==> src/rtl/cfg_lock_sequencer_if.sv <==
// Request/response bundle between a config master and the lock sequencer.
// The master issues requests; the sequencer returns a one-cycle response.
interface cfg_lock_sequencer_if #(
    parameter int AW = 4
) ();
    logic          req_valid;
    logic          req_ready;
    logic [1:0]    req_op;
    logic [AW-1:0] req_addr;
    logic [7:0]    req_data;
    logic          resp_valid;
    logic          resp_err;

    modport master (
        output req_valid, req_op, req_addr, req_data,
        input  req_ready, resp_valid, resp_err
    );

    modport slave (
        input  req_valid, req_op, req_addr, req_data,
        output req_ready, resp_valid, resp_err
    );
endinterface

==> src/rtl/cfg_lock_sequencer.sv <==
// Upstream control for a bank of lockable config registers. Accepts
// WRITE / ARM / COMMIT requests, enforces the keyed two-step lock with a
// timeout window, and mirrors which registers are locked so that writes
// to locked or out-of-range registers never strobe the bank.
module cfg_lock_sequencer #(
    parameter int         NUM_REGS   = 8,
    parameter int         AW         = 4,
    parameter logic [7:0] ARM_KEY    = 8'hA5,
    parameter logic [7:0] COMMIT_KEY = 8'h5A,
    parameter int         WINDOW     = 16
) (
    input  logic                clk,
    input  logic                rst_n,
    cfg_lock_sequencer_if.slave bus,
    output logic                arm_timeout,
    output logic [NUM_REGS-1:0] reg_wr_en,
    output logic [7:0]          reg_data,
    output logic [NUM_REGS-1:0] reg_lock_en,
    output logic [NUM_REGS-1:0] lock_status
);

    typedef enum logic [1:0] {
        IDLE  = 2'd0,
        ARMED = 2'd1,
        ISSUE = 2'd2
    } state_t;

    localparam logic [1:0] OP_WRITE  = 2'b00;
    localparam logic [1:0] OP_ARM    = 2'b01;
    localparam logic [1:0] OP_COMMIT = 2'b10;

    state_t              state_q, state_d;
    logic [7:0]          cnt_q, cnt_d;
    logic [AW-1:0]       armed_addr_q, armed_addr_d;
    logic                to_armed_q, to_armed_d;
    logic                req_ready_q, req_ready_d;
    logic                resp_valid_q, resp_valid_d;
    logic                resp_err_q, resp_err_d;
    logic                arm_timeout_q, arm_timeout_d;
    logic [NUM_REGS-1:0] reg_wr_en_q, reg_wr_en_d;
    logic [7:0]          reg_data_q, reg_data_d;
    logic [NUM_REGS-1:0] reg_lock_en_q, reg_lock_en_d;
    logic [NUM_REGS-1:0] lock_status_q, lock_status_d;

    // One-hot select; all-zero for an out-of-range index so it can never strobe.
    function automatic logic [NUM_REGS-1:0] addr_onehot(input logic [AW-1:0] a);
        addr_onehot = '0;
        if (32'(a) < NUM_REGS)
            addr_onehot = NUM_REGS'(1) << a;
    endfunction

    logic                accept;
    logic [NUM_REGS-1:0] req_sel;
    logic                req_in_range;
    logic                req_locked;

    assign accept       = bus.req_valid && req_ready_q;
    assign req_sel      = addr_onehot(bus.req_addr);
    assign req_in_range = (req_sel != '0);
    assign req_locked   = |(req_sel & lock_status_q);

    // Next-state and next-output decode; all outputs are registered so strobes
    // appear in the ISSUE cycle, one cycle after acceptance.
    always_comb begin
        state_d       = state_q;
        cnt_d         = cnt_q;
        armed_addr_d  = armed_addr_q;
        to_armed_d    = to_armed_q;
        lock_status_d = lock_status_q | reg_lock_en_q;
        resp_valid_d  = 1'b0;
        resp_err_d    = 1'b0;
        arm_timeout_d = 1'b0;
        reg_wr_en_d   = '0;
        reg_data_d    = '0;
        reg_lock_en_d = '0;

        case (state_q)
            IDLE: begin
                if (accept) begin
                    state_d      = ISSUE;
                    resp_valid_d = 1'b1;
                    to_armed_d   = 1'b0;
                    case (bus.req_op)
                        OP_WRITE: begin
                            if (req_in_range && !req_locked) begin
                                reg_wr_en_d = req_sel;
                                reg_data_d  = bus.req_data;
                            end else begin
                                resp_err_d = 1'b1;
                            end
                        end
                        OP_ARM: begin
                            if (req_in_range && !req_locked && bus.req_data == ARM_KEY) begin
                                armed_addr_d = bus.req_addr;
                                cnt_d        = 8'(WINDOW);
                                to_armed_d   = 1'b1;
                            end else begin
                                resp_err_d = 1'b1;
                            end
                        end
                        default: resp_err_d = 1'b1;
                    endcase
                end
            end
            ARMED: begin
                if (accept) begin
                    // A request on the expiry edge wins over the timeout.
                    state_d      = ISSUE;
                    resp_valid_d = 1'b1;
                    to_armed_d   = 1'b0;
                    cnt_d        = '0;
                    if (bus.req_op == OP_COMMIT && bus.req_addr == armed_addr_q &&
                        bus.req_data == COMMIT_KEY) begin
                        reg_lock_en_d = addr_onehot(armed_addr_q);
                    end else begin
                        resp_err_d = 1'b1;
                    end
                end else begin
                    cnt_d = cnt_q - 8'd1;
                    if (cnt_q <= 8'd1) begin
                        cnt_d         = '0;
                        arm_timeout_d = 1'b1;
                        state_d       = IDLE;
                    end
                end
            end
            ISSUE: begin
                state_d = to_armed_q ? ARMED : IDLE;
            end
            default: state_d = IDLE;
        endcase

        req_ready_d = (state_d != ISSUE);
    end

    // State and output registers with synchronous active-low reset.
    always_ff @(posedge clk) begin
        if (!rst_n) begin
            state_q       <= IDLE;
            cnt_q         <= '0;
            armed_addr_q  <= '0;
            to_armed_q    <= 1'b0;
            req_ready_q   <= 1'b1;
            resp_valid_q  <= 1'b0;
            resp_err_q    <= 1'b0;
            arm_timeout_q <= 1'b0;
            reg_wr_en_q   <= '0;
            reg_data_q    <= '0;
            reg_lock_en_q <= '0;
            lock_status_q <= '0;
        end else begin
            state_q       <= state_d;
            cnt_q         <= cnt_d;
            armed_addr_q  <= armed_addr_d;
            to_armed_q    <= to_armed_d;
            req_ready_q   <= req_ready_d;
            resp_valid_q  <= resp_valid_d;
            resp_err_q    <= resp_err_d;
            arm_timeout_q <= arm_timeout_d;
            reg_wr_en_q   <= reg_wr_en_d;
            reg_data_q    <= reg_data_d;
            reg_lock_en_q <= reg_lock_en_d;
            lock_status_q <= lock_status_d;
        end
    end

    assign bus.req_ready  = req_ready_q;
    assign bus.resp_valid = resp_valid_q;
    assign bus.resp_err   = resp_err_q;
    assign arm_timeout    = arm_timeout_q;
    assign reg_wr_en      = reg_wr_en_q;
    assign reg_data       = reg_data_q;
    assign reg_lock_en    = reg_lock_en_q;
    assign lock_status    = lock_status_q;

endmodule

==> src/flat_wrapper.sv <==
// flat-port wrapper written by rule: the top's interface ports become plain ports
module cfg_lock_sequencer_flat 
#(
    parameter int         NUM_REGS   = 8,
    parameter int         AW         = 4,
    parameter logic [7:0] ARM_KEY    = 8'hA5,
    parameter logic [7:0] COMMIT_KEY = 8'h5A,
    parameter int         WINDOW     = 16
)
  (clk, rst_n, arm_timeout, reg_wr_en, reg_data, reg_lock_en, lock_status, bus_req_valid, bus_req_op, bus_req_addr, bus_req_data, bus_req_ready, bus_resp_valid, bus_resp_err);
  cfg_lock_sequencer_if #(.AW(AW)) bus_i ();
  input  logic clk;
  input  logic rst_n;
  output logic arm_timeout;
  output logic [NUM_REGS-1:0] reg_wr_en;
  output logic [7:0] reg_data;
  output logic [NUM_REGS-1:0] reg_lock_en;
  output logic [NUM_REGS-1:0] lock_status;
  input wire logic [$bits(bus_i.req_valid)-1:0] bus_req_valid;
  input wire logic [$bits(bus_i.req_op)-1:0] bus_req_op;
  input wire logic [$bits(bus_i.req_addr)-1:0] bus_req_addr;
  input wire logic [$bits(bus_i.req_data)-1:0] bus_req_data;
  output wire logic [$bits(bus_i.req_ready)-1:0] bus_req_ready;
  output wire logic [$bits(bus_i.resp_valid)-1:0] bus_resp_valid;
  output wire logic [$bits(bus_i.resp_err)-1:0] bus_resp_err;
  assign bus_i.req_valid = bus_req_valid;
  assign bus_i.req_op = bus_req_op;
  assign bus_i.req_addr = bus_req_addr;
  assign bus_i.req_data = bus_req_data;
  assign bus_req_ready = bus_i.req_ready;
  assign bus_resp_valid = bus_i.resp_valid;
  assign bus_resp_err = bus_i.resp_err;
  cfg_lock_sequencer #(.NUM_REGS(NUM_REGS), .AW(AW), .ARM_KEY(ARM_KEY), .COMMIT_KEY(COMMIT_KEY), .WINDOW(WINDOW)) u_core (.clk(clk), .rst_n(rst_n), .bus(bus_i), .arm_timeout(arm_timeout), .reg_wr_en(reg_wr_en), .reg_data(reg_data), .reg_lock_en(reg_lock_en), .lock_status(lock_status));
endmodule
==> config.mk <==
export PLATFORM = sky130hd
export DESIGN_NAME = cfg_lock_sequencer_flat
export DESIGN_NICKNAME = d
export VERILOG_FILES = /design/src/rtl/cfg_lock_sequencer_if.sv /design/src/rtl/cfg_lock_sequencer.sv /design/src/flat_wrapper.sv
export SDC_FILE = /design/constraint.sdc
export NUM_CORES = 1
export LEC_CHECK = 0
export BUFFER_PORTS_ARGS = -buffer_cell sky130_fd_sc_hd__buf_2
export CAP_MARGIN = 10
export CELL_PAD_IN_SITES_DETAIL_PLACEMENT = 0
export CELL_PAD_IN_SITES_GLOBAL_PLACEMENT = 1
export CORE_UTILIZATION = 43
export CTS_CLUSTER_DIAMETER = 200
export DETAILED_ROUTE_END_ITERATION = 6
export HOLD_SLACK_MARGIN = 0.03
export PLACE_DENSITY_LB_ADDON = 0.2
export SLEW_MARGIN = 30
export SYNTH_ARGS = -nofsm -noshare
export SYNTH_HDL_FRONTEND = slang
export SYNTH_SLANG_ARGS = --single-unit
==> constraint.sdc <==
create_clock -name clk -period 4.33 [get_ports clk]
set_clock_uncertainty 0.2 [all_clocks]
set_input_delay 0.2165 -clock clk [delete_from_list [all_inputs] [get_ports clk]]
set_output_delay 0.2165 -clock clk [all_outputs]
set_load 0.01 [all_outputs]
==> qor.yml <==
outcome: "finished, final reports clean"
critical_path.top_delay_family: "simple AND/OR/NAND/NOR gates"
netlist-cell-type-count: 50
gp_congestion: 0.842
core_region_area_um2: 4790
dp_worst_setup_slack_ns: 1.97
synth-edff-count: 0
max_clock_freq_mhz: 434
cp_data_required_time_ns: 4.33
insertedDiodeCount: 0
slowest_stage: "or4_1"
die_x_um: 72.8
postSynth.topFlopCell: "dfxtp_1"
grt.total_usage_pct: 17.7
wl_per_cell_um: 13.5
async_reset_ff_share_pct: 0
port_buffers: 52
worst_slack_ns: 2.02
grt_pass1_vias: 1572
maximum_ir_drop_on_the_vdd_rail_mv: 0.138
syn-mean-instance-area_um2: 10.6
final_nets: 280
cp.buffers_inverters: 2
initial_core_util_pct: 45.0
syn2layout_area_growth_pct: 21.9
postRouteAntennaNets: 0
final_design_area_no_fill_um2: 2630
synth_fp_nets: 223
hold_path.class: "in2reg"
synth-warning-count: 0
dp_hpwl_mm: 3.15
antenna_violations_before_repair: 0
worstPathCellList: "dlygate4sd3_1 > buf_2 > nor4b_1 > nand4bb_1 > or4_1 > nor4_1"
finalHoldViolCount: 0
worst_path_largest_cell_delay_ns: 0.58
post-route-drc-count: 0
cts_tree: "done"
die_height_um: 72.8
vias_after_detailed_routing: 1689
clkSlewWorstSetupHoldPaths_ns: 0.09
root_buffer_cell: "clkbuf_8"
synth-seq-area-share_pct: 47.4
drt_iter0_drc: 92
synth_seq_cells: 51
max_slew.worst_pin.slew_ns: 0.699
clkSinkCount: 51
timing.setup.critical_path_class: "in2reg"
setup_viol: 0
slew_headroom_pct: 53.4
layout_min_cycle_time_ns: 2.31
tritoncts.num_buffers: 5
global_route_wire_length_before_repair_mm: 7.20
place_area_um2: 2430
pwr_density_nw_per_um2: 327
max-clock-path-buffers: 2
finalSetupTns_ns: 0
maxSlewViolCount: 0
routed_wl_mm: 4.45
grt_setup_unrepaired: "false"
path_max_fanout: 8
die_area_um2: 5300
viasPerCell: 5.13
dr.pass1.iters: 4
globalRoute.totalOverflow: 0
finalHoldWorstSlack_ns: 0.0400
post_synth_inst_count: 204
fp-row-count: 25
min_period_over_period_pct: 53.3
grt_max_degree: 29
postCtsSetupRepairBufs: 0
synth_area_um2: 2160
power.static_leakage_uw: 0.00110
worst_setup_path_end_kind: "flip-flop"
worst_skew_pair.late_latency_ns: 0.30
maxCapViolations: 0
worst_setup_path_start_kind: "input port"
h_tree_levels: 2
critPathArrivalTime_ns: 2.31
io-pin-count: 53
drive_gt1_share_pct: 28.6
[timing repair]
action                                 CTS  global route
gates resized for setup                  0             0
hold buffers                             8             0
endpoints found under the hold margin    8             0
[layout by cell type (no fill, tap or decap), drive strengths merged, types with 6 or more instances in the layout]
master / n
buf: 52
dlygate4sd3: 8
nand3: 10
mux2i: 9
xnor2: 6
clkbuf: 6
o21a: 9
dfxtp: 51
nor2: 6
o22ai: 7
nor3: 9
nand2: 11
nor4: 6
and2: 9
inv: 7
[synthesized netlist by cell type (2+ instances only)]
cell | n | share of area [%]
dfxtp_1 | 51 | 47
nand2_1 | 11 | 1.9
nand3_1 | 10 | 2.3
and2_1 | 9 | 2.6
mux2i_1 | 9 | 4.2
nor3_1 | 9 | 2.1
o21a_1 | 9 | 3.1
inv_1 | 7 | 1.2
o22ai_1 | 7 | 2.0
nor2_1 | 6 | 1.0
xnor2_1 | 6 | 2.4
and3b_1 | 5 | 2.0
nand2b_1 | 5 | 1.5
nor2b_1 | 4 | 1.2
a21oi_1 | 3 | 0.70
buf_6 | 3 | 1.6
clkbuf_1 | 3 | 0.52
nand4_1 | 3 | 0.87
nor4_1 | 3 | 0.87
nor4_4 | 3 | 3.0
and4bb_2 | 2 | 1.2
buf_2 | 2 | 0.46
buf_4 | 2 | 0.70
ha_1 | 2 | 1.2
nand3b_1 | 2 | 0.70
nand4b_1 | 2 | 0.81
nor4b_2 | 2 | 1.4
nor4bb_1 | 2 | 0.93
[registers in the layout (all words and copies together) (netlist names)]
| signal | cells |
|---|---|
| u_core.reg_wr_en | 8 |
| u_core.bus.resp_valid | 1 |
| u_core.reg_data | 8 |
| u_core.cnt_q | 8 |
| u_core.reg_lock_en | 8 |
| u_core.lock_status | 8 |
| u_core.bus.req_ready | 1 |
| u_core.arm_timeout | 1 |
| u_core.to_armed_q | 1 |
| u_core.state_q | 2 |
| u_core.armed_addr_q | 4 |
| u_core.bus.resp_err | 1 |
[layout make-up]
class                           instances  area (um2)
Tap cell                               67        83.8
Timing Repair Buffer                   60         340
Clock buffer                            6        82.6
Inverter                                7        26.3
Multi-Input combinational cell        136        1040
Sequential cell                        51        1020
Fill cell                             449        2160
Clock inverter                          2        35.0
[worst paths after layout]
| check | start | end | slack (ns) | depth (start not counted) |
|---|---|---|---|---|
| setup reg to reg | u_core.state_q[1] | u_core.reg_lock_en[4] | 2.22 | 4 |
| setup / recovery | bus_req_data[2] | u_core.reg_lock_en[4] | 2.02 | 6 |
| hold reg to reg | u_core.reg_lock_en[7] | u_core.lock_status[7] | 0.25 | 1 |
| hold / removal | bus_req_valid | u_core.bus.req_ready | 0.04 | 2 |
[report_power, final]
part	switching, uW	internal [uW]
clock	151	187
combinational	26.6	21.4
sequential	1.80	472
total	179	680
[logic make-up after synthesis]
group	count (synthesis)	share of synthesized area [%]
AOI/OAI and AO/OA	30	11.7
xor gates and xnor gates	6	2.44
adders and majority gates	2	1.16
buffers and inverters	17	4.47
DFF	51	47.4
muxes	10	4.70
and+or+nand+nor	88	28.2
[worst register-to-register path, delay by kind of cell, from the launching register on]
kind,cells,cell delay (ns)
flops,1,0.36
simple gates,4,1.46
[layer usage]
metal	up-vias	track usage, %	routed length [um]
li1	849	-	-
met2	35	30.2	2180
met4	0	5.88	26
met5	-	0	0
met1	803	22.7	2090
met3	2	2.90	157
[metrics by stage]
| step | utilization [%] | total power (uW) | instances |
|---|---|---|---|
| detailed placement | 50.8 | 527 | 313 |
| global placement | 50.8 | 527 | 313 |
| global route | 54.9 | 892 | 329 |
| finish | 54.9 | 859 | 329 |
| floorplan | - | 511 | 204 |
| CTS | 54.9 | 868 | 329 |
Note: power is estimated with default switching activity, not from simulation.
